--- config.mk ---
export PLATFORM = sky130hd
export DESIGN_NAME = decode_stage_flat
export DESIGN_NICKNAME = d
export VERILOG_FILES = /design/src/rtl/decode_pkg.sv /design/src/rtl/decode_if.sv /design/src/rtl/decode_fields.sv /design/src/rtl/decode_stage.sv /design/src/flat_wrapper.sv
export SDC_FILE = /design/constraint.sdc
export NUM_CORES = 1
export LEC_CHECK = 0
export BUFFER_PORTS_ARGS = -buffer_cell sky130_fd_sc_hd__buf_4
export CORE_MARGIN = 3
export CORE_UTILIZATION = 50
export DETAILED_ROUTE_END_ITERATION = 8
export PLACE_DENSITY = 0.78
export SLEW_MARGIN = 20
export SYNTH_ARGS = -nofsm -noshare
export SYNTH_HDL_FRONTEND = slang
export SYNTH_SLANG_ARGS = --single-unit
--- constraint.sdc ---
create_clock -name clk -period 1.53 [get_ports clk]
set_input_delay 0.306 -clock clk [delete_from_list [all_inputs] [get_ports clk]]
set_output_delay 0.306 -clock clk [all_outputs]
set_load 0.02 [all_outputs]
--- src/rtl/decode_pkg.sv ---
// rtl/decode_pkg.sv - shared field positions, ALU opcodes and decoded entry type for decode_stage
package decode_pkg;

    localparam int IW = 32;
    localparam int DW = 16;

    localparam int FIRST_LD_HI  = 31;
    localparam int FIRST_LD_LO  = 30;
    localparam int SPECIAL_BIT  = 29;
    localparam int SECOND_LD_HI = 28;
    localparam int SECOND_LD_LO = 25;
    localparam int ALU_OC_HI    = 28;
    localparam int ALU_OC_LO    = 26;
    localparam int B_COND_HI    = 24;
    localparam int B_COND_LO    = 21;
    localparam int DEST_HI      = 24;
    localparam int DEST_LO      = 22;
    localparam int PTR_HI       = 21;
    localparam int PTR_LO       = 19;
    localparam int OP1_HI       = 21;
    localparam int OP1_LO       = 19;
    localparam int OP2_HI       = 18;
    localparam int OP2_LO       = 16;
    localparam int IMM_HI       = 15;
    localparam int IMM_LO       = 0;

    localparam logic [2:0] ALU_ADD = 3'b001;
    localparam logic [2:0] ALU_SUB = 3'b010;
    localparam logic [2:0] ALU_AND = 3'b011;
    localparam logic [2:0] ALU_OR  = 3'b100;
    localparam logic [2:0] ALU_XOR = 3'b101;
    localparam logic [2:0] ALU_NOT = 3'b110;

    typedef struct packed {
        logic [1:0]    first_ld;
        logic          special_enc;
        logic [3:0]    second_ld;
        logic [2:0]    alu_oc;
        logic [3:0]    b_cond;
        logic [2:0]    dest_reg;
        logic [2:0]    pointer_reg;
        logic [2:0]    op_1_reg;
        logic [2:0]    op_2_reg;
        logic [DW-1:0] immediate;
        logic [DW-1:0] offset;
        logic          is_nop;
        logic          illegal;
    } dec_entry_t;

    // Only the six defined ALU opcodes are legal; 000 and 111 are unassigned.
    function automatic logic alu_oc_illegal(input logic [2:0] oc);
        return !((oc == ALU_ADD) || (oc == ALU_SUB) || (oc == ALU_AND) ||
                 (oc == ALU_OR)  || (oc == ALU_XOR) || (oc == ALU_NOT));
    endfunction

endpackage

--- src/rtl/decode_if.sv ---
// rtl/decode_if.sv - fetch-side and execute-side handshake plus decoded fields of decode_stage
interface decode_if #(
    parameter int IW = 32,
    parameter int DW = 16
);
    logic          in_valid;
    logic          in_ready;
    logic [IW-1:0] instr;

    logic          out_valid;
    logic          out_ready;
    logic [1:0]    first_ld;
    logic          special_enc;
    logic [3:0]    second_ld;
    logic [2:0]    alu_oc;
    logic [3:0]    b_cond;
    logic [2:0]    dest_reg;
    logic [2:0]    pointer_reg;
    logic [2:0]    op_1_reg;
    logic [2:0]    op_2_reg;
    logic [DW-1:0] immediate;
    logic [DW-1:0] offset;
    logic          is_nop;
    logic          illegal;

    modport slave (
        input  in_valid, instr, out_ready,
        output in_ready, out_valid, first_ld, special_enc, second_ld, alu_oc,
               b_cond, dest_reg, pointer_reg, op_1_reg, op_2_reg, immediate,
               offset, is_nop, illegal
    );

    modport master (
        output in_valid, instr, out_ready,
        input  in_ready, out_valid, first_ld, special_enc, second_ld, alu_oc,
               b_cond, dest_reg, pointer_reg, op_1_reg, op_2_reg, immediate,
               offset, is_nop, illegal
    );
endinterface

--- src/rtl/decode_fields.sv ---
// rtl/decode_fields.sv - combinational split of one instruction word into a decoded entry
module decode_fields
    import decode_pkg::*;
(
    input  logic [IW-1:0] instr,
    output dec_entry_t    fields
);

    // Pure bit extraction plus the two derived flags.
    always_comb begin
        fields             = '0;
        fields.first_ld    = instr[FIRST_LD_HI:FIRST_LD_LO];
        fields.special_enc = instr[SPECIAL_BIT];
        fields.second_ld   = instr[SECOND_LD_HI:SECOND_LD_LO];
        fields.alu_oc      = instr[ALU_OC_HI:ALU_OC_LO];
        fields.b_cond      = instr[B_COND_HI:B_COND_LO];
        fields.dest_reg    = instr[DEST_HI:DEST_LO];
        fields.pointer_reg = instr[PTR_HI:PTR_LO];
        fields.op_1_reg    = instr[OP1_HI:OP1_LO];
        fields.op_2_reg    = instr[OP2_HI:OP2_LO];
        fields.immediate   = instr[IMM_HI:IMM_LO];
        fields.offset      = instr[IMM_HI:IMM_LO];
        fields.is_nop      = (instr == '0);
        fields.illegal     = instr[SPECIAL_BIT] && alu_oc_illegal(instr[ALU_OC_HI:ALU_OC_LO]);
    end

endmodule

--- src/rtl/decode_stage.sv ---
// rtl/decode_stage.sv - instruction decode stage with 2-entry skid buffer (optional DECODE_PERF_CNT_EN counters)
module decode_stage
    import decode_pkg::*;
(
    input  logic        clk,
    input  logic        rst,
    input  logic        flush,
    decode_if.slave     bus
`ifdef DECODE_PERF_CNT_EN
    ,
    output logic [15:0] dec_count,
    output logic [15:0] illegal_count
`endif
);

    dec_entry_t fields_in;
    dec_entry_t main_q, main_d;
    dec_entry_t skid_q, skid_d;
    logic       main_v, main_v_d;
    logic       skid_v, skid_v_d;
    logic       accept;
    logic       consume;

    decode_fields u_fields (
        .instr  (bus.instr),
        .fields (fields_in)
    );

    // in_ready comes straight from the skid flag, so fetch never sees execute's ready.
    assign bus.in_ready  = !skid_v;
    assign bus.out_valid = main_v;
    assign accept        = bus.in_valid && !skid_v;
    assign consume       = main_v && bus.out_ready;

    assign bus.first_ld    = main_q.first_ld;
    assign bus.special_enc = main_q.special_enc;
    assign bus.second_ld   = main_q.second_ld;
    assign bus.alu_oc      = main_q.alu_oc;
    assign bus.b_cond      = main_q.b_cond;
    assign bus.dest_reg    = main_q.dest_reg;
    assign bus.pointer_reg = main_q.pointer_reg;
    assign bus.op_1_reg    = main_q.op_1_reg;
    assign bus.op_2_reg    = main_q.op_2_reg;
    assign bus.immediate   = main_q.immediate;
    assign bus.offset      = main_q.offset;
    assign bus.is_nop      = main_q.is_nop;
    assign bus.illegal     = main_q.illegal;

    // Next-state of the MAIN/SKID pair: refill MAIN from SKID first to keep order.
    always_comb begin
        main_d   = main_q;
        main_v_d = main_v;
        skid_d   = skid_q;
        skid_v_d = skid_v;
        if (!main_v || consume) begin
            if (skid_v) begin
                main_d   = skid_q;
                main_v_d = 1'b1;
                skid_v_d = accept;
                if (accept) begin
                    skid_d = fields_in;
                end
            end else begin
                main_v_d = accept;
                if (accept) begin
                    main_d = fields_in;
                end
            end
        end else if (accept) begin
            skid_d   = fields_in;
            skid_v_d = 1'b1;
        end
    end

    // Entry registers; flush behaves exactly like reset and overrides accept/consume.
    always_ff @(posedge clk) begin
        if (rst || flush) begin
            main_q <= '0;
            skid_q <= '0;
            main_v <= 1'b0;
            skid_v <= 1'b0;
        end else begin
            main_q <= main_d;
            skid_q <= skid_d;
            main_v <= main_v_d;
            skid_v <= skid_v_d;
        end
    end

`ifdef DECODE_PERF_CNT_EN
    // Saturating consume counters; they survive flush and clear only on reset.
    always_ff @(posedge clk) begin
        if (rst) begin
            dec_count     <= '0;
            illegal_count <= '0;
        end else if (consume && !flush) begin
            if (dec_count != 16'hFFFF) begin
                dec_count <= dec_count + 16'd1;
            end
            if (main_q.illegal && (illegal_count != 16'hFFFF)) begin
                illegal_count <= illegal_count + 16'd1;
            end
        end
    end
`endif

endmodule

--- src/flat_wrapper.sv ---
// flat-port wrapper written by rule: the top's interface ports become plain ports
module decode_stage_flat import decode_pkg::*;
  (clk, rst, flush, bus_in_valid, bus_instr, bus_out_ready, bus_in_ready, bus_out_valid, bus_first_ld, bus_special_enc, bus_second_ld, bus_alu_oc, bus_b_cond, bus_dest_reg, bus_pointer_reg, bus_op_1_reg, bus_op_2_reg, bus_immediate, bus_offset, bus_is_nop, bus_illegal);
  decode_if bus_i ();
  input  logic clk;
  input  logic rst;
  input  logic flush;
  input wire logic [$bits(bus_i.in_valid)-1:0] bus_in_valid;
  input wire logic [$bits(bus_i.instr)-1:0] bus_instr;
  input wire logic [$bits(bus_i.out_ready)-1:0] bus_out_ready;
  output wire logic [$bits(bus_i.in_ready)-1:0] bus_in_ready;
  output wire logic [$bits(bus_i.out_valid)-1:0] bus_out_valid;
  output wire logic [$bits(bus_i.first_ld)-1:0] bus_first_ld;
  output wire logic [$bits(bus_i.special_enc)-1:0] bus_special_enc;
  output wire logic [$bits(bus_i.second_ld)-1:0] bus_second_ld;
  output wire logic [$bits(bus_i.alu_oc)-1:0] bus_alu_oc;
  output wire logic [$bits(bus_i.b_cond)-1:0] bus_b_cond;
  output wire logic [$bits(bus_i.dest_reg)-1:0] bus_dest_reg;
  output wire logic [$bits(bus_i.pointer_reg)-1:0] bus_pointer_reg;
  output wire logic [$bits(bus_i.op_1_reg)-1:0] bus_op_1_reg;
  output wire logic [$bits(bus_i.op_2_reg)-1:0] bus_op_2_reg;
  output wire logic [$bits(bus_i.immediate)-1:0] bus_immediate;
  output wire logic [$bits(bus_i.offset)-1:0] bus_offset;
  output wire logic [$bits(bus_i.is_nop)-1:0] bus_is_nop;
  output wire logic [$bits(bus_i.illegal)-1:0] bus_illegal;
  assign bus_i.in_valid = bus_in_valid;
  assign bus_i.instr = bus_instr;
  assign bus_i.out_ready = bus_out_ready;
  assign bus_in_ready = bus_i.in_ready;
  assign bus_out_valid = bus_i.out_valid;
  assign bus_first_ld = bus_i.first_ld;
  assign bus_special_enc = bus_i.special_enc;
  assign bus_second_ld = bus_i.second_ld;
  assign bus_alu_oc = bus_i.alu_oc;
  assign bus_b_cond = bus_i.b_cond;
  assign bus_dest_reg = bus_i.dest_reg;
  assign bus_pointer_reg = bus_i.pointer_reg;
  assign bus_op_1_reg = bus_i.op_1_reg;
  assign bus_op_2_reg = bus_i.op_2_reg;
  assign bus_immediate = bus_i.immediate;
  assign bus_offset = bus_i.offset;
  assign bus_is_nop = bus_i.is_nop;
  assign bus_illegal = bus_i.illegal;
  decode_stage u_core (.clk(clk), .rst(rst), .flush(flush), .bus(bus_i));
endmodule
==> Word-level counts from Yosys, hierarchy flattened <==
Cells that the tools add are included.
{ "classes": {"reduce_logical": 17, "mux": 9, "n_eq_ne": 7} }
{ "op_table": {"columns": ["operator", "count"], "rows": [
  ["$mux 60", 5],
  ["$logic_not 32->1", 1],
  ["$eq 3x3->1 const B", 3],
  ["$logic_or 1x1->1", 7],
  ["$eq 3x2->1 const B", 2],
  ["$mux 1", 4],
  ["$reduce_bool 2->1", 2],
  ["$eq 3x1->1 const B", 1],
  ["$logic_and 1x1->1", 3],
  ["$logic_not 1->1", 3],
  ["$ne 2x1->1 const B", 1],
  ["$reduce_and 2->1", 1]
]} }
{ "word_totals": {"reg_bits": 122, "input_bits": 37, "wordCells": 61, "output_inout_bits": 62} }

==> Logic depth before layout (Yosys ltp) <==
Gate-level depths: netlist of the first run.
{ "depth": {"depth_word": 11, "depth_mapped": 7, "mapped_depth_nobuf": 4} }

==> Cells and area by module <==
From an unflattened synthesis of the first run, not the netlist that was laid out.
{ "unflattened": {"hier_cells": 620, "hier_area_um2": 5733.0} }
{ "modules_own_cells": {"columns": ["mod", "seq_area_each_um2", "instances", "cells_per_inst", "area_per_inst_um2"], "rows": [
  ["decode_stage", 2442.3, 1, 548, 5212.5],
  ["decode_fields", 0.0, 1, 72, 520.5]
]} }

==> Least setup slack after synthesis of the first run <==
No wires, ideal clock.
{ "synth_path": {"path_type": "register -> register", "startpoint": "register u_core.main_v, in the netlist u_core.bus.out_valid", "endpoint": "register u_core.skid_q[11] (netlist name)", "period_less_slack_ns": 1.299, "path_stages_with_launch": 7, "path_buffers": 2, "setup_ns": 0.066, "t_required_ns": 1.464, "arrival_time_ns": 1.233, "setup_slack_ns": 0.231, "path_cell_list": "dfxtp_1 -> nor2b_4 -> and3_1 -> buf_4 -> buf_6 -> nand2_1 -> a21oi_2"} }
{ "synth_between": {"elab_chain_cells": 3, "elab_cells_between_ends": 5, "cone_classes": "1 x eq/ne; 1 x mux; 3 x reduce/logical"} }
{ "synth_lines": {"columns": ["element", "line", "rtl"], "rows": [
  ["start: declaration", "decode_stage.sv:19", "logic main_v, main_v_d;"],
  ["start signal: assignment", "decode_stage.sv:85", "main_v <= main_v_d;"],
  ["$logic_not 1->1 / $logic_and 1x1->1 (equally long branches)", "decode_stage.sv:55, decode_stage.sv:33", null],
  ["$logic_or 1x1->1 (*)", "decode_stage.sv:55", "if (!main_v || consume) begin"],
  ["$ne 2x1->1 (no line) / $mux 60 (equally long branches)", null, null],
  ["end signal: assignment", "decode_stage.sv:84", "skid_q <= skid_d;"],
  ["end: declaration", "decode_stage.sv:18", "dec_entry_t skid_q, skid_d;"]
]} }
Every way passes the cells marked *; elsewhere a longest branch is shown, timed or not.
A chain may end at the register's enable or synchronous reset.

==> Worst setup path in the final report of the first run <==
{ "layout_path": {"startpoint": "register u_core.main_v, in the netlist u_core.bus.out_valid", "endpoint": "register u_core.skid_q[35] (netlist name)"} }
The elaborated chain is that of the path after synthesis.

==> results of run 1 <==
kinds of logic (layout without fill, tap and decap cells):
family	after synthesis	after routing	synth area share [%]
AOI/OAI and AO/OA	73	73	16.25
buffers and inverters	53	132	12.59
DFF	70	70	44.06
muxes	32	32	10.07
and+or+nand+nor	122	122	17.03
stage by stage:
step                      hold WS, ns  cell area, um2
after floorplan                0.4334            3181
after global placement         0.4411            3750
after detailed placement       0.4463            3750
after CTS                      0.2144            3996
after global routing           0.2132            4026
final                          0.2239            4026
path summary, 6_finish.rpt:
path                                           from                              to  slack (ns)  cells past startpoint
hold / removal                        bus_instr[24]  u_core.skid_q[45]$_SDFFE_PP0P_        0.22                      3
setup reg to reg  u_core.bus.out_valid$_SDFFE_PP0N_  u_core.skid_q[35]$_SDFFE_PP0P_        0.19                      5
setup / recovery  u_core.bus.out_valid$_SDFFE_PP0N_  u_core.skid_q[35]$_SDFFE_PP0P_        0.19                      5
hold reg to reg      u_core.skid_q[13]$_SDFFE_PP0P_  u_core.skid_q[13]$_SDFFE_PP0P_        0.45                      2
power breakdown:
group / total (W) / internal (W) / switching (W)
clock: 0.00181 / 0.00112 / 0.000690
combinational: 0.000550 / 0.000244 / 0.000306
sequential: 0.00190 / 0.00187 / 0.0000323
total: 0.00426 / 0.00324 / 0.00103
routing by layer:
layer,vias up,wire length (um)
met2,83,3572
li1,1329,-
met1,1270,3217
met5,-,0
met4,0,156
met3,13,423
cell type report:
type	instances	area, um2
clock buffers	10	137.6
clock inverters	6	108.9
fillers	520	1999
inverters	1	3.754
multi-input cells	227	1379
flip-flops and latches	70	1403
well taps	75	93.84
repair buffers	115	900.9
tightest hold or removal path, stage by stage:
cell and delay, ns:
buf_4 0.12, nand2_1 0.05, a21oi_1 0.05
layout by cell type, fill, tap and decap left out, drive strengths merged, types with 3 or more instances in the layout:
cell type	n
a211oi	32
clkinv	3
mux2i	32
dfxtp	70
a21oi	35
buf	115
nor2	35
clkbuf	10
bufinv	3
nor4	8
nand2	66
==> flow_summary.json, run 1 <==
{
  "status": "finished, final reports clean",
  "die_w_um": 85.76,
  "setup_viol_count_final": 0,
  "synthTopCellsByArea": "dfxtp_1 44%, mux2i_1 10%, nand2_1 7.8%",
  "hold_violations": 0,
  "crit_type": "reg2reg",
  "drive_gt1_share_pct": 34.97,
  "wl_per_cell_um": 14.62,
  "grt_util_met3_pct": 4.131,
  "place_inst": 484,
  "track_usage_pct": 20.38,
  "core-area_um2": 6026,
  "synth_seq_area_share_pct": 44.06,
  "period_share_pct": 87.55,
  "overflow": 0,
  "clock_tree.htree_level_count": 3,
  "synth_top_cell_by_area": "dfxtp_1",
  "cts_num_sinks": 70,
  "cts_tree": "built",
  "avgSynthCellArea_um2": 9.087,
  "post-cts-setup-buffers": 0,
  "cts_buffer_depth": 2,
  "cts_buffers": 9,
  "post-dp-hpwl_um": 5280,
  "slowest_delay_ns": 0.37,
  "relSlewSlack_pct": 72.41,
  "p_leak_nw": 1.564,
  "cts_root_buf": "clkbuf_8",
  "yosys.area.top_type_share_pct": 44.06,
  "grt_pass1_vias": 2514,
  "clkLatencyLatePin_ns": 0.34,
  "ys_types": 31,
  "yosysWarnings": 0,
  "io_pins": 99,
  "grt_max_degree": 48,
  "nets": 461,
  "dr.pass1.iters": 4,
  "drc": 0,
  "diodes": 0,
  "start_util_pct": 52.78,
  "async_reset_ff_share_pct": 0,
  "synth_edf_count": 0,
  "hold_class": "in2reg",
  "place_congestion": 0.7942,
  "ys_seq_elements": 70,
  "critPathCaptureType": "register",
  "slowest_stage": "dfxtp_1",
  "synthTopCellsByCount": "70 x dfxtp_1, 66 x nand2_1, 33 x nor2_1",
  "synth.most_common_cell": "dfxtp_1",
  "crit_required_ns": 1.79,
  "fin_cells": 504,
  "syn-num-nets": 387,
  "num_rows": 28,
  "crit_arrival_ns": 1.60,
  "drv_slew": 0,
  "worstMarginPinSlew_ns": 0.4100,
  "ys.flop_type": "dfxtp_1",
  "total_power_w": 0.004263,
  "final.setup.tns_ns": 0,
  "cts_resized": 0,
  "grt_antenna_before_repair": 0,
  "dieArea_um2": 7354,
  "fin_crit_ns": 1.340,
  "syn_inst": 350,
  "vias": 2695,
  "postCtsHoldBufs": 0,
  "pre_cts_ws_ns": 0.01823,
  "syn_to_final_growth_pct": 26.59,
  "drv_cap": 0,
  "cp-start-kind": "register",
  "grt_pass1_wl_um": 11890,
  "grt_use_met1_pct": 26.31,
  "avgViaCountPerCell": 5.347,
  "grt_use_met2_pct": 32.98,
  "vdd_drop_max_uv": 704.0,
  "crit_family": "simple AND/OR/NAND/NOR gates",
  "post-route-util_pct": 66.82,
  "ant_nets": 0,
  "top_register": "u_core.skid_q",
  "layout_setup_ws_ns": 0.1905,
  "clk_pin_slew_worst_paths_ns": 0.08,
  "cp_max_fo": 12,
  "grt_busiest_layer": "met2",
  "skew_ns": 0.007139,
  "largest_reg_flops": 34,
  "p_per_area_nw_per_um2": 1059,
  "die_h_um": 85.76,
  "drtIter0Drc": 141,
  "grt_setup_unrepaired": "no",
  "io_buffers": 98,
  "netlist_area_um2": 3181,
  "worstPathCellList": "nor2b_4, and3_1, buf_4, nand2_1, a21oi_1",
  "path_buf_inv": 1,
  "fmax_mhz": 746.5,
  "drt_wl_total_um": 7369
}
Note: power is estimated with default switching activity, not from simulation.
==> inputs of run 2 (changes only) <==
--- a/config.mk
+++ b/config.mk
@@ -5,11 +5,12 @@
 export SDC_FILE = /design/constraint.sdc
 export NUM_CORES = 1
 export LEC_CHECK = 0
+export ABC_AREA = 1
 export BUFFER_PORTS_ARGS = -buffer_cell sky130_fd_sc_hd__buf_4
 export CORE_MARGIN = 3
 export CORE_UTILIZATION = 50
 export DETAILED_ROUTE_END_ITERATION = 8
-export PLACE_DENSITY = 0.78
+export PLACE_DENSITY = 0.79
 export SLEW_MARGIN = 20
 export SYNTH_ARGS = -nofsm -noshare
 export SYNTH_HDL_FRONTEND = slang
==> run 2 against run 1 <==
Fmax fell by 6.5%; synthesized cell count rose by 17%; sequential share of layout area rose by 2.2 points; non-clock buffer count fell by 8; clock skew fell by 0.0010 ns; clock-buffer cell count rose by 3; combinational power fell by 8.9%; register-to-register slack improved by 0.04 ns; die area fell by 3.6%; synthesized area fell by 3.9%; total power fell by 11%; via count rose by 8.0%; critical endpoint is now bus_in_ready; largest cell class unchanged; highest routed layer unchanged.
==> flow_summary.json, run 2 <==
{
  "status": "finished, final reports clean",
  "cts_num_sinks": 70,
  "grt_setup_unrepaired": "no",
  "critPathCaptureType": "primary output",
  "ant_nets": 0,
  "synth_top_cell_by_area": "dfxtp_1",
  "start_util_pct": 53.56,
  "synth.most_common_cell": "nand2_1",
  "drv_cap": 0,
  "worstMarginPinSlew_ns": 0.3801,
  "multiInputGateArea_um2": 1259,
  "p_seq_share_pct": 50.3,
  "drt_wl_total_um": 7637,
  "drtIter0Drc": 176,
  "final_common_cell": "nand2_1",
  "power_switching_w": 0.0009784,
  "cts_buffers": 9,
  "r2r-end": "u_core.bus.dest_reg[2]$_SDFFE_PP0P_",
  "rr_worst_depth": 5,
  "syn_to_final_growth_pct": 23.77,
  "fin_crit_ns": 1.433,
  "drc": 0,
  "cts_root_buf": "clkbuf_8",
  "ys_types": 17,
  "crit_arrival_ns": 1.13,
  "grt_pass1_vias": 2790,
  "p_int_w": 0.002800,
  "drive_gt1_share_pct": 27.20,
  "postCtsHoldBufs": 0,
  "core-area_um2": 5709,
  "yosysWarnings": 0,
  "cp-start-kind": "register",
  "wl_per_cell_um": 13.89,
  "ff2ff_setup_slack_ns": 0.23,
  "place_congestion": 0.7778,
  "dr.pass1.iters": 5,
  "vias": 2910,
  "drv_slew": 0,
  "nets": 510,
  "clock_tree.htree_level_count": 3,
  "num_rows": 27,
  "post-dp-hpwl_um": 5062,
  "period_share_pct": 93.68,
  "synthTopCellsByCount": "139 x nand2_1, 70 x dfxtp_1, 38 x a21oi_1",
  "clkPwrFrac_pct": 36.4,
  "cts_buffer_depth": 2,
  "overflow": 0,
  "power_frac_comb_pct": 13.3,
  "grt_pass1_wl_um": 12740,
  "fin_cells": 550,
  "post-cts-setup-buffers": 0,
  "synthTopCellsByArea": "dfxtp_1 46%, nand2_1 17%, buf_4 7.1%",
  "avgSynthCellArea_um2": 7.495,
  "vdd_drop_max_uv": 638.4,
  "syn_inst": 408,
  "startpoint": "u_core.skid_v$_SDFFE_PP0P_",
  "pre_cts_ws_ns": 0.07326,
  "crit_required_ns": 1.22,
  "track_usage_pct": 21.96,
  "hold_violations": 0,
  "p_per_area_nw_per_um2": 998.2,
  "setup_viol_count_final": 0,
  "final.setup.tns_ns": 0,
  "cts_tree": "built",
  "fmax_mhz": 697.7,
  "relSlewSlack_pct": 74.66,
  "clk_pin_slew_worst_paths_ns": 0.07,
  "ys.flop_type": "dfxtp_1",
  "skew_ns": 0.006108,
  "layout_common_cells": "139 x nand2_1, 106 x buf_4, 69 x dfxtp_1",
  "switching_share_pct": 25.90,
  "num-fill-cells": 514,
  "synth_edf_count": 0,
  "endpoint": "bus_in_ready",
  "top_register": "u_core.skid_q",
  "clkLatencyLatePin_ns": 0.33,
  "hold_class": "in2reg",
  "avgViaCountPerCell": 5.291,
  "synth_seq_area_share_pct": 45.83,
  "grt_max_degree": 43,
  "async_reset_ff_share_pct": 0,
  "layout_setup_ws_ns": 0.09670,
  "area.sequential_um2": 1403,
  "crit_type": "reg2out",
  "cp_max_fo": 13,
  "r2r_start": "u_core.skid_v$_SDFFE_PP0P_",
  "largest_reg_flops": 34,
  "yosys.area.top_type_share_pct": 45.83,
  "io_buffers": 98,
  "die_w_um": 84.21,
  "place_inst": 534,
  "diodes": 0,
  "syn-num-nets": 445,
  "netlist_area_um2": 3058,
  "dieArea_um2": 7090,
  "grt_antenna_before_repair": 0,
  "p_leak_nw": 1.573,
  "die_h_um": 84.21,
  "ys_seq_elements": 70,
  "io_pins": 99
}
[run 2: changes by cell type in the layout (fill, tap and decap cells not counted), sizes merged, moves of 8 or more]
cell / change
a31oi: +32
buf: -8
nand2: +73
a211oi: -32
nor4: -8
mux2i: -32
o21ai: +36
[run 2: layout make-up]
cell class	count	area share [%]
flip-flops and latches	70	37.06
repair buffers	107	21.55
clock inverters	3	0.4628
clock buffers	13	4.463
inverters	7	0.8264
well taps	72	2.380
multi-input cells	278	33.26
[run 2: how the worst min path moves through the flow]
stage,from,endpoint,cells after the start
after floorplan,bus_instr[29],u_core.skid_q[57]$_SDFFE_PP0P_,2
after global placement,u_core.skid_q[10]$_SDFFE_PP0P_,u_core.skid_q[10]$_SDFFE_PP0P_,2
after detailed placement,u_core.skid_q[10]$_SDFFE_PP0P_,u_core.skid_q[10]$_SDFFE_PP0P_,2
after CTS,bus_instr[29],u_core.skid_q[57]$_SDFFE_PP0P_,3
after global routing,bus_instr[24],u_core.skid_q[45]$_SDFFE_PP0P_,3
final,bus_instr[29],u_core.skid_q[57]$_SDFFE_PP0P_,3
[run 2: critical path, stage by stage, from the launching register on]
cell and delay (ns):
dfxtp_2 0.39, inv_4 0.05, buf_4 0.18, buf_4 0.17
[run 2: metal layers]
layer	vias up	part of all wire, %	track usage (%)
li1	1444	-	-
met1	1350	41	26.17
met2	97	50	37.59
met3	19	5.6	4.416
met4	0	3.0	10.82
met5	-	0	0
[run 2: power by group through the flow]
stage	registers [W]	clock network, W	logic, W
CTS	0.00190	0.00140	0.000503
global placement	0.00194	0	0.000494
detailed placement	0.00194	0	0.000501
floorplan	0.00199	0	0.000251
global route	0.00191	0.00148	0.000545
finish	0.00190	0.00138	0.000501
[run 2: cells by family after synthesis]
| logic type | Yosys count | share of synthesized area [%] |
|---|---|---|
| flops | 70 | 45.83 |
| buf+inv | 60 | 13.09 |
| simple gates | 170 | 22.09 |
| compound gates | 108 | 18.99 |
[run 2: timing repair]
item,4_1_cts,5_1_grt
setup endpoints to repair,0,4
resized for setup,0,2
hold endpoints to repair,0,0
[run 2: through the flow]
step | hold slack (ns) | total power, W | utilization [%] | area, um2
after global routing | 0.2310 | 0.003932 | 66.29 | 3785
after global placement | 0.4516 | 0.002435 | 62.98 | 3596
after CTS | 0.2230 | 0.003801 | 66.25 | 3782
after detailed placement | 0.4551 | 0.002444 | 62.98 | 3596
final | 0.2379 | 0.003778 | 66.29 | 3785
after floorplan | 0.4336 | 0.002240 | - | 3058
==> inputs of run 3 (changes only) <==
==> constraint.sdc (replaced) <==
create_clock -name clk -period 1.53 [get_ports clk]
set_input_delay 0.306 -clock clk [delete_from_list [all_inputs] [get_ports clk]]
set_output_delay 0.306 -clock clk [all_outputs]
set_load 0.01 [all_outputs]
==> run 3 against run 2 <==
Worst setup slack improved by 0.073 ns; clock skew grew 0.0022 ns; global-route usage is 0.65 points lower; clock-buffer cell count fell by 1; fmax grew 5.4%; first-iteration DRC count up 39%; utilization up 0.26 points; total power increased by 1.7%; via count shrank 2.5%; critical path depth fell by 1; register-to-register slack worse by 0.04 ns; routed wire length decreased by 0.64%.
==> flow_summary.json, run 3 (synthesis results as in run 2) <==
{
  "crit_required_ns": 1.22,
  "area.sequential_um2": 1401,
  "vdd_drop_max_uv": 748.8,
  "relSlewSlack_pct": 71.78,
  "dr.pass1.iters": 4,
  "cp-start-kind": "register",
  "drc": 0,
  "power_switching_w": 0.0009278,
  "vias": 2837,
  "fmax_mhz": 735.3,
  "drive_gt1_share_pct": 26.99,
  "diodes": 0,
  "placed_area_um2": 3596,
  "nets": 510,
  "period_share_pct": 88.89,
  "cts_num_sinks": 70,
  "largest_reg_flops": 34,
  "cts_buffer_depth": 2,
  "drt_wl_total_um": 7588,
  "switching_share_pct": 24.15,
  "dieArea_um2": 7090,
  "post-dp-hpwl_um": 5160,
  "avgViaCountPerCell": 5.158,
  "p_per_area_nw_per_um2": 1011,
  "status": "finished, final reports clean",
  "p_seq_share_pct": 49.5,
  "die_h_um": 84.21,
  "ant_nets": 0,
  "crit_type": "reg2out",
  "overflow": 0,
  "io_pins": 99,
  "final.setup.tns_ns": 0,
  "hold_violations": 0,
  "hold_class": "in2reg",
  "post-route-util_pct": 66.56,
  "p_int_w": 0.002914,
  "cts_root_buf": "clkbuf_8",
  "critPathCaptureType": "primary output",
  "p_leak_nw": 1.581,
  "grt_pass1_vias": 2655,
  "fin_crit_ns": 1.360,
  "syn_to_final_growth_pct": 24.26,
  "postCtsHoldBufs": 0,
  "drtIter0Drc": 245,
  "power_frac_comb_pct": 11.5,
  "place_congestion": 0.7831,
  "clkPwrFrac_pct": 39.0,
  "final_common_cell": "nand2_1",
  "fin_cells": 550,
  "start_util_pct": 53.56,
  "num-fill-cells": 492,
  "layout_common_cells": "139 x nand2_1, 106 x buf_4, 70 x dfxtp_1",
  "grt_setup_unrepaired": "no",
  "wl_per_cell_um": 13.80,
  "num_rows": 27,
  "skew_ns": 0.008356,
  "multiInputGateArea_um2": 1259,
  "worstMarginPinSlew_ns": 0.4229,
  "setup_viol_count_final": 0,
  "drv_cap": 0,
  "clock_tree.htree_level_count": 3,
  "grt_max_degree": 67,
  "cts_tree": "built",
  "total_power_w": 0.003842,
  "cp_max_fo": 11,
  "clkLatencyLatePin_ns": 0.34,
  "crit_arrival_ns": 1.05,
  "top_register": "u_core.skid_q",
  "finish.instance_area_um2": 3800,
  "cts_buffers": 9,
  "clk_pin_slew_worst_paths_ns": 0.07,
  "track_usage_pct": 21.31,
  "core-area_um2": 5709,
  "drv_slew": 0,
  "place_inst": 534,
  "die_w_um": 84.21,
  "grt_pass1_wl_um": 12330,
  "io_buffers": 98,
  "grt_antenna_before_repair": 0
}
## run 3: path summary, 6_finish.rpt
path / startpoint / to / slack (ns) / cells past startpoint
hold / removal: bus_instr[3] / u_core.skid_q[5]$_SDFFE_PP0P_ / 0.23 / 3
setup / recovery: u_core.skid_v$_SDFFE_PP0P_ / bus_in_ready / 0.17 / 2
hold reg to reg: u_core.skid_q[34]$_SDFFE_PP0P_ / u_core.skid_q[34]$_SDFFE_PP0P_ / 0.47 / 2
setup reg to reg: u_core.skid_v$_SDFFE_PP0P_ / u_core.skid_q[59]$_SDFFE_PP0P_ / 0.19 / 5
## run 3: stage by stage
step                setup WS [ns]  hold slack [ns]
floorplan                  0.3988           0.4336
global placement          0.06967           0.4516
detailed placement      -0.008392           0.4553
CTS                        0.1563           0.2228
global route              0.07183           0.2342
finish                     0.1701           0.2339
## run 3: area by class of cell
| cell class | instances | area share, % |
|---|---|---|
| Multi-Input combinational cell | 278 | 33.12 |
| Inverter | 7 | 0.8890 |
| Timing Repair Buffer | 107 | 21.47 |
| Sequential cell | 70 | 36.88 |
| Tap cell | 72 | 2.371 |
| Clock inverter | 4 | 1.185 |
| Clock buffer | 12 | 4.083 |
## run 3: worst max-delay path: stages (launching register included)
cell     delay (ns)
dfxtp_1        0.44
inv_4          0.11
buf_4          0.16
## run 3: timing repair
item                                    CTS  global route
endpoints found under the setup margin    2             0
buffers inserted                          0             0
gates resized for setup                   1             0
## run 3: layer usage
| metal | wire, um | track usage (%) | part of all wire, % | up-vias |
|---|---|---|---|---|
| met2 | 3734 | 36.23 | 49 | 79 |
| met1 | 3264 | 25.55 | 43 | 1297 |
| li1 | - | - | - | 1446 |
| met5 | 0 | 0 | 0 | - |
| met4 | 173 | 10.38 | 2.3 | 0 |
| met3 | 416 | 4.416 | 5.5 | 15 |
## run 3: power groups by stage
stage	clock [W]	sequential (W)	combinational [W]
6_report	0.00150	0.00190	0.000442
3_3_place_gp	0	0.00194	0.000438
3_5_place_dp	0	0.00194	0.000444
5_1_grt	0.00159	0.00191	0.000485
4_1_cts	0.00152	0.00190	0.000446
2_1_floorplan	0	0.00196	0.000227
